## src/rtl/fifo_access_ctrl.sv

```systemverilog
// fifo_access_ctrl: one-op-per-cycle read/write sequencer for a shared FIFO.
// Optional LEVEL_CNT_EN adds a local occupancy counter and flag cross-check.
module fifo_access_ctrl #(
  parameter int NUM_REQ      = 4,
  parameter int DATA_W       = 8,
  parameter int MAX_RD_BURST = 4,
  parameter int DEPTH        = 15
) (
  input  logic                      clk,
  input  logic                      reset,
  input  logic [NUM_REQ-1:0]        req_valid,
  input  logic [NUM_REQ*DATA_W-1:0] req_data,
  output logic [NUM_REQ-1:0]        req_ready,
  input  logic                      rd_req,
  output logic                      rd_ready,
  output logic                      rd_valid,
  output logic [DATA_W-1:0]         rd_data,
  output logic                      fifo_write_n,
  output logic                      fifo_read_n,
  output logic [DATA_W-1:0]         fifo_data_in,
  input  logic                      fifo_full,
  input  logic                      fifo_empty,
  input  logic [DATA_W-1:0]         fifo_data_out
`ifdef LEVEL_CNT_EN
  ,
  output logic [$clog2(DEPTH+1)-1:0] level,
  output logic                       level_err
`endif
);

  localparam int IW = $clog2(NUM_REQ);

  logic [IW-1:0] last_grant;
  logic [IW-1:0] win_idx;
  logic          win_hit;
  logic [3:0]    rd_streak;
  logic          rd_elig;
  logic          wr_pend;
  logic          wr_elig;
  logic          burst_ok;
  logic          rd_gnt;
  logic          wr_gnt;
  logic          lvl_nf;
  logic          lvl_ne;

`ifdef LEVEL_CNT_EN
  localparam int LW = $clog2(DEPTH+1);
  localparam logic [LW-1:0] LVL_MAX = LW'(DEPTH);

  assign lvl_nf = (level != LVL_MAX);
  assign lvl_ne = (level != '0);
`else
  assign lvl_nf = 1'b1;
  assign lvl_ne = 1'b1;
`endif

  // Eligibility and read-vs-write decision; nothing is granted in reset.
  always_comb begin
    wr_pend  = |req_valid;
    rd_elig  = rd_req & ~fifo_empty & lvl_ne;
    wr_elig  = wr_pend & ~fifo_full & lvl_nf;
    burst_ok = (rd_streak < 4'(MAX_RD_BURST));
    rd_gnt   = reset & rd_elig & (~wr_elig | burst_ok);
    wr_gnt   = reset & wr_elig & ~rd_gnt;
  end

  // Round-robin scan starting just after the last granted producer.
  always_comb begin
    win_idx = '0;
    win_hit = 1'b0;
    for (int k = 1; k <= NUM_REQ; k++) begin
      if (!win_hit &&
          req_valid[(int'(last_grant) + k) % NUM_REQ]) begin
        win_hit = 1'b1;
        win_idx = IW'((int'(last_grant) + k) % NUM_REQ);
      end
    end
  end

  // Drive handshakes, strobes and write data from the grants.
  always_comb begin
    req_ready    = '0;
    fifo_data_in = '0;
    if (wr_gnt && win_hit) begin
      req_ready[win_idx] = 1'b1;
      fifo_data_in = req_data[int'(win_idx)*DATA_W +: DATA_W];
    end
    rd_ready     = rd_gnt;
    fifo_read_n  = rd_gnt;
    fifo_write_n = wr_gnt;
    rd_data      = fifo_data_out;
  end

  // Read data from the FIFO is valid the cycle after the read strobe.
  always_ff @(posedge clk or negedge reset) begin
    if (!reset) rd_valid <= 1'b0;
    else        rd_valid <= rd_gnt;
  end

  // Remember the last writer; producer 0 gets first priority after reset.
  always_ff @(posedge clk or negedge reset) begin
    if (!reset)      last_grant <= IW'(NUM_REQ-1);
    else if (wr_gnt) last_grant <= win_idx;
  end

  // Count reads granted while a writer waits, to bound the read burst.
  always_ff @(posedge clk or negedge reset) begin
    if (!reset)
      rd_streak <= '0;
    else if (!wr_pend || wr_gnt)
      rd_streak <= '0;
    else if (rd_gnt && rd_streak != 4'hF)
      rd_streak <= rd_streak + 4'd1;
  end

`ifdef LEVEL_CNT_EN
  // Local occupancy count tracking our own grants.
  always_ff @(posedge clk or negedge reset) begin
    if (!reset)      level <= '0;
    else if (wr_gnt) level <= level + LW'(1);
    else if (rd_gnt) level <= level - LW'(1);
  end

  // Sticky flag when the FIFO's flags disagree with the local count.
  always_ff @(posedge clk or negedge reset) begin
    if (!reset)
      level_err <= 1'b0;
    else if ((fifo_empty && level != '0) ||
             (fifo_full && level != LVL_MAX))
      level_err <= 1'b1;
  end
`endif

endmodule

```

## config.mk

```make
export PLATFORM = sky130hd
export DESIGN_NAME = fifo_access_ctrl
export DESIGN_NICKNAME = d
export VERILOG_FILES = /design/src/rtl/fifo_access_ctrl.sv
export SDC_FILE = /design/constraint.sdc
export NUM_CORES = 1
export LEC_CHECK = 0
export ABC_AREA = 0
export BUFFER_PORTS_ARGS = -buffer_cell sky130_fd_sc_hd__buf_4
export CORE_MARGIN = 8
export CORE_UTILIZATION = 37
export CTS_CLUSTER_DIAMETER = 80
export DETAILED_ROUTE_END_ITERATION = 12
export PLACE_DENSITY = 0.8
export SLEW_MARGIN = 30
export SYNTH_ARGS = -nofsm -noshare
export SYNTH_HDL_FRONTEND = slang
export SYNTH_SLANG_ARGS = --single-unit
export TNS_END_PERCENT = 30
```

## constraint.sdc

```tcl
create_clock -name clk -period 2 [get_ports clk]
set_input_delay 0 -clock clk [delete_from_list [all_inputs] [get_ports clk]]
set_output_delay 0 -clock clk [all_outputs]
set_load 0.02 [all_outputs]
```

# Word level (Yosys, flattened, before mapping)
# Index checks and enable logic that the tools add are counted.
# word_totals
reg_bits	7
wordCells	75
# classes
add_sub_neg	5
order_cmp	7
eq_ne	1
n_shift	1
muxes	26
bitwise_logic	15
n_reduce_logical	17
# ops
op	count
indexed part select 32 x 6 -> 8 bit	1
less-than comparator 3 x 4 -> 1 bit, second input constant	4
two-way mux 1 bit	13
two-way mux 4 bit	3
binary-select mux 1 bit (select 2 bit)	4
two-way mux 2 bit	4
two-way mux 8 bit	1
OR reduction 2 bit	4
AND 1 bit	6
logical AND 1 bit	6
adder 2 x 1 -> 2 bit, second input constant	2
adder 2 bit, second input constant	2
adder 4 x 1 -> 4 bit, second input constant	1
AND 1 bit, first input constant	4
zero test 1 bit	4
less-than comparator 4 x 3 -> 1 bit, second input constant	1
inequality test 4 bit, second input constant	1
inverter 1 bit	4
OR reduction 4 bit	1
less-than comparator 2 x 3 -> 1 bit, second input constant	1
demux 1 bit (select 2 bit)	1
greater-or-equal comparator 2 x 1 -> 1 bit, second input constant	1
nonzero test 2 bit	1
logical OR 1 bit	1
OR 1 bit	1

# Logic depth before layout (Yosys ltp)
# depth
depth_word	21
mapped_depth	6
ltp_nobuf	6

# Worst setup path after synthesis
# OpenSTA, ideal clock, no wires.
# synth_path
kind	reg-to-output
from	reg rd_streak[3]
to	out fifo_data_in[0]
t_arrival_ps	1869
required_ps	2000
path_slack_ps	131
path_stages_with_launch	5
path_buffers	0
cell_sequence	dfrtp_1 -> o41ai_1 -> nor3_1 -> nand2_2 -> o22ai_1
# synth_via
elab_chain_cells	7
# synth_rtl
item	line_no	text
from (decl)	36	logic [3:0] rd_streak;
from (signal assigned)	113	rd_streak <= rd_streak + 4'd1;
less-than comparator 4 x 3 -> 1 bit	62	burst_ok = (rd_streak < 4'(MAX_RD_BURST));
OR 1 bit	63	rd_gnt = reset & rd_elig & (~wr_elig | burst_ok);
AND 1 bit	63	
inverter 1 bit	64	wr_gnt = reset & wr_elig & ~rd_gnt;
AND 1 bit	64	
net fifo_write_n	18	output logic fifo_write_n,
logical AND 1 bit	84	if (wr_gnt && win_hit) begin
two-way mux 8 bit	84	
to (decl)	20	output logic [DATA_W-1:0] fifo_data_in,
# The timed path passes the listed nets, and every way through them passes these cells.

# Worst setup path in the final report
# layout_path
from	reg last_grant[0]
to	out fifo_data_in[3]
# layout_via
elab_chain_cells	16
elab_cells_between_ends	33
classes_between	4 x add/sub; 1 x shift; 21 x mux; 7 x reduce/logical
# layout_rtl
item	line_no	text
from (decl)	33	logic [IW-1:0] last_grant;
from (signal assigned)	102	if (!reset) last_grant <= IW'(NUM_REQ-1);
from (signal assigned)	103	else if (wr_gnt) last_grant <= win_idx;
adder 2 x 1 -> 2 bit	73, 75	
binary-select mux 1 bit (select 2 bit)	73	req_valid[(int'(last_grant) + k) % NUM_REQ]) begin
two-way mux 1 bit (not written as such) (2 in series)	73	
two-way mux 1 bit	72	if (!win_hit &&
zero test 1 bit	72	
logical AND 1 bit	72	
two-way mux 1 bit	72	
zero test 1 bit	72	
logical AND 1 bit	72	
two-way mux 1 bit	72	
zero test 1 bit	72	
logical AND 1 bit	72	
two-way mux 2 bit or two-way mux 1 bit (tied branches)	72	
indexed part select 32 x 6 -> 8 bit or logical AND 1 bit (tied branches)	86, 84	
two-way mux 8 bit *	84	
# Mark *: on every way between the ends. The rest lies on a longest branch, timed or not. The select of a mux whose other input is x is not followed.

==> metrics.txt <==
share of cells above drive strength 1 approximately 54%; HP Class in2out; worst path buffer plus inverter count 2; clock root buffer clkbuf_4; Tot Pwr about 0.74 mW; sequential area share after synthesis between 20% and 30%; Period minus WS final around 2.0 ns; DIE AREA between 0.003 and 0.004 mm^2; synthesis-to-finish area growth 58.4%; Synth Instances between 90 and 100; status completed; Slew HR 65.7%; setup TNS 0 ns; HPWL after DPL 2140 um; clock sink count 7; hold wc startpoint fifo_data_out[2]; Synth top area share about 22%; Syn Area/Cell approximately 8.6 um^2; syn_nets between 100 and 150; final setup vio count 0; start point of the critical path last_grant[0]; Via-to-Cell Ratio 5.07; nets around 200; GPL Wtd Cong between 0.7 and 0.8; Max Root-Sink Buffers 2; Placed Area roughly 0.0012 mm^2; RSZ-0062 raised after global routing true; initial antenna violation count 0; post-DR wirelength/cell between 15 and 20 um; DRT Pass-1 Iters 4; Max Cap Violations 0; Pwr Density 576 mW/mm^2; final hold vios 0; Rows 17; DRC viols 0; CTS tree done; Warnings, synthesis 0; GRT Util Overall between 10% and 20%; Clock Latency Late Sink around 0.25 ns; IO Pins 73; final hold slack approximately 0.0000088 ns; crit share post-route a little under 100%; diodes inserted 0; 1st-iter DRT viols 34; maximum vdd drop ~0.32 mV; synthesized flop and latch total 7; Core Box Area about 0.0021 mm^2; Reg-to-Reg Start rd_streak[2]; worst-path cell with the longest stage delay dfstp_2; Routed WL 2780 um; cell family with most CP delay flip-flops; Starting Density ~38%; Vias 888; clk_skew between 0.001 and 0.0015 ns; height of the die ~63 um; WP data arrival ~2.0 ns; Port Buffer Count 56; Final Core Density between 50 and 60%; final design area excluding fillers roughly 0.0013 mm^2; largest net degree at the start of global routing 15; vias in the first global route ~900; first-pass GRT wire length around 4100 um; Critical Path Start Type flip-flop; Crit Path Max Fanout 7; static leakage between 0.6 and 0.7 nW; Max Slew Vio Count 0; Synth cell types 31; grt total ovfl 0; Yosys top cell by area mux2i_1; post-CTS setup buffer count 0; Synth area leaders mux2i_1, dfrtp_1, buf_4; synthesized area about 800 um^2; clk slew on worst S/H paths 0.05 ns; Highest Clock Rate slightly above 500 MHz; crit path kind reg2out; peak per-stage delay on the critical path between 0.5 and 0.6 ns; ANT nets after route 0; Worst Tran Pin Value roughly 0.51 ns; H-tree Lvls 1; worst-path cell chain nand2b_4, a21oi_2, nor3_4, buf_6, mux2i_1, o22ai_2, buf_4; CTS buffer count 3; Worst EP required ~2 ns; Horiz. Die Dim about 63 um; CP endpoint kind output pin
registers in the layout, summed over array words and instances (netlist names):
register    flops
rd_streak       4
last_grant      2
rd_valid        1
kinds of logic (layout without fill, tap and decap cells):
| logic type | after synthesis | in the layout | share of synthesized area, % |
|---|---|---|---|
| simple gates | 30 | 30 | 21.6 |
| fa+ha+maj | 1 | 1 | 1.54 |
| flops | 7 | 7 | 21.9 |
| buf+inv | 16 | 69 | 13.9 |
| xor+xnor | 1 | 1 | 1.08 |
| mux | 18 | 18 | 22.2 |
| compound gates | 21 | 21 | 17.9 |
worst reg2reg max path: cells and delay by family, from the launching register on:
kind | cells | cell delay (ns)
AND/OR/NAND/NOR | 1 | 0.16
AO/OA/AOI/OAI | 2 | 0.66
buffers and inverters | 1 | 0.19
flip-flops | 1 | 0.42
stage by stage:
step	instances	setup slack, ns
after floorplan	94	0.131
after CTS	174	-0.0187
final	175	0.0258
after global placement	169	0.355
after global routing	175	-0.0776
after detailed placement	169	0.232
metal layers:
metal	wire, um	up-vias	global-route usage, %
li1	-	444	-
met1	954	414	11.2
met5	0	-	0
met2	1680	26	25.5
met4	42	0	7.12
met3	106	4	2.69
cell usage after synthesis:
master,count
nand3_1,1
nor3b_2,1
nor2_1,11
a21oi_2,1
and2_1,1
nand2_2,1
dfstp_2,2
a21oi_1,4
buf_4,10
o21ai_0,3
nand2b_1,3
nor3_1,4
o211ai_2,1
nand2b_2,1
nand2_1,2
o41ai_1,1
buf_6,2
o221ai_2,1
nor4_2,1
and3b_1,1
xnor2_1,1
inv_1,4
o31ai_1,1
o21bai_1,1
dfrtp_1,5
or2b_1,1
nor4b_1,1
ha_1,1
o22ai_1,8
mux2i_1,18
or4_4,1
final cells by class:
cell class                      count  area [um^2]
Sequential cell                     7          178
Inverter                            4         15.0
Clock buffer                        4         26.3
Fill cell                         198          862
Tap cell                           28         35.0
Multi-Input combinational cell     71          564
Timing Repair Buffer               61          468
final timing paths:
| path | to | slack (ns) | cells after the start |
|---|---|---|---|
| worst min-delay path | rd_data[2] | 0.000009 | 0 |
| worst max register to register | last_grant[1] | 0.49 | 4 |
| max in group asynchronous | last_grant[0] | 1.68 | 2 |
| worst max-delay path | fifo_data_in[3] | 0.03 | 7 |
| worst min register to register | last_grant[0] | 0.51 | 2 |
| min in group asynchronous | rd_streak[3] | 0.11 | 2 |
cell usage in the layout, fill, tap and decap left out, types with 2 or more instances in the layout:
master    Yosys  layout
dfstp_2       2       2
nand2b_1      3       2
clkbuf_4      0       3
dfrtp_1       5       5
a21oi_2       1       3
nor2_1       11      11
o21ai_0       3       3
a21oi_1       4       2
buf_4        10      58
mux2i_1      18      17
o22ai_1       8       6
buf_6         2       2
inv_1         4       4
o22ai_2       0       2
nand2_1       2       2
nor3_1        4       3
power by group:
group          internal [mW]  total [mW]  switching [mW]
clock                 0.0760       0.126          0.0501
combinational          0.222       0.427           0.205
sequential             0.169       0.188          0.0194
what timing repair did:
action | in CTS | in global routing
setup endpoints to repair | 2 | 8
gates cloned | 0 | 1
hold endpoints to repair | 7 | 0
pin swaps | 0 | 2
gates resized for setup | 1 | 10
hold buffers | 1 | 0
No activity file was read; power rests on OpenSTA's default activity.
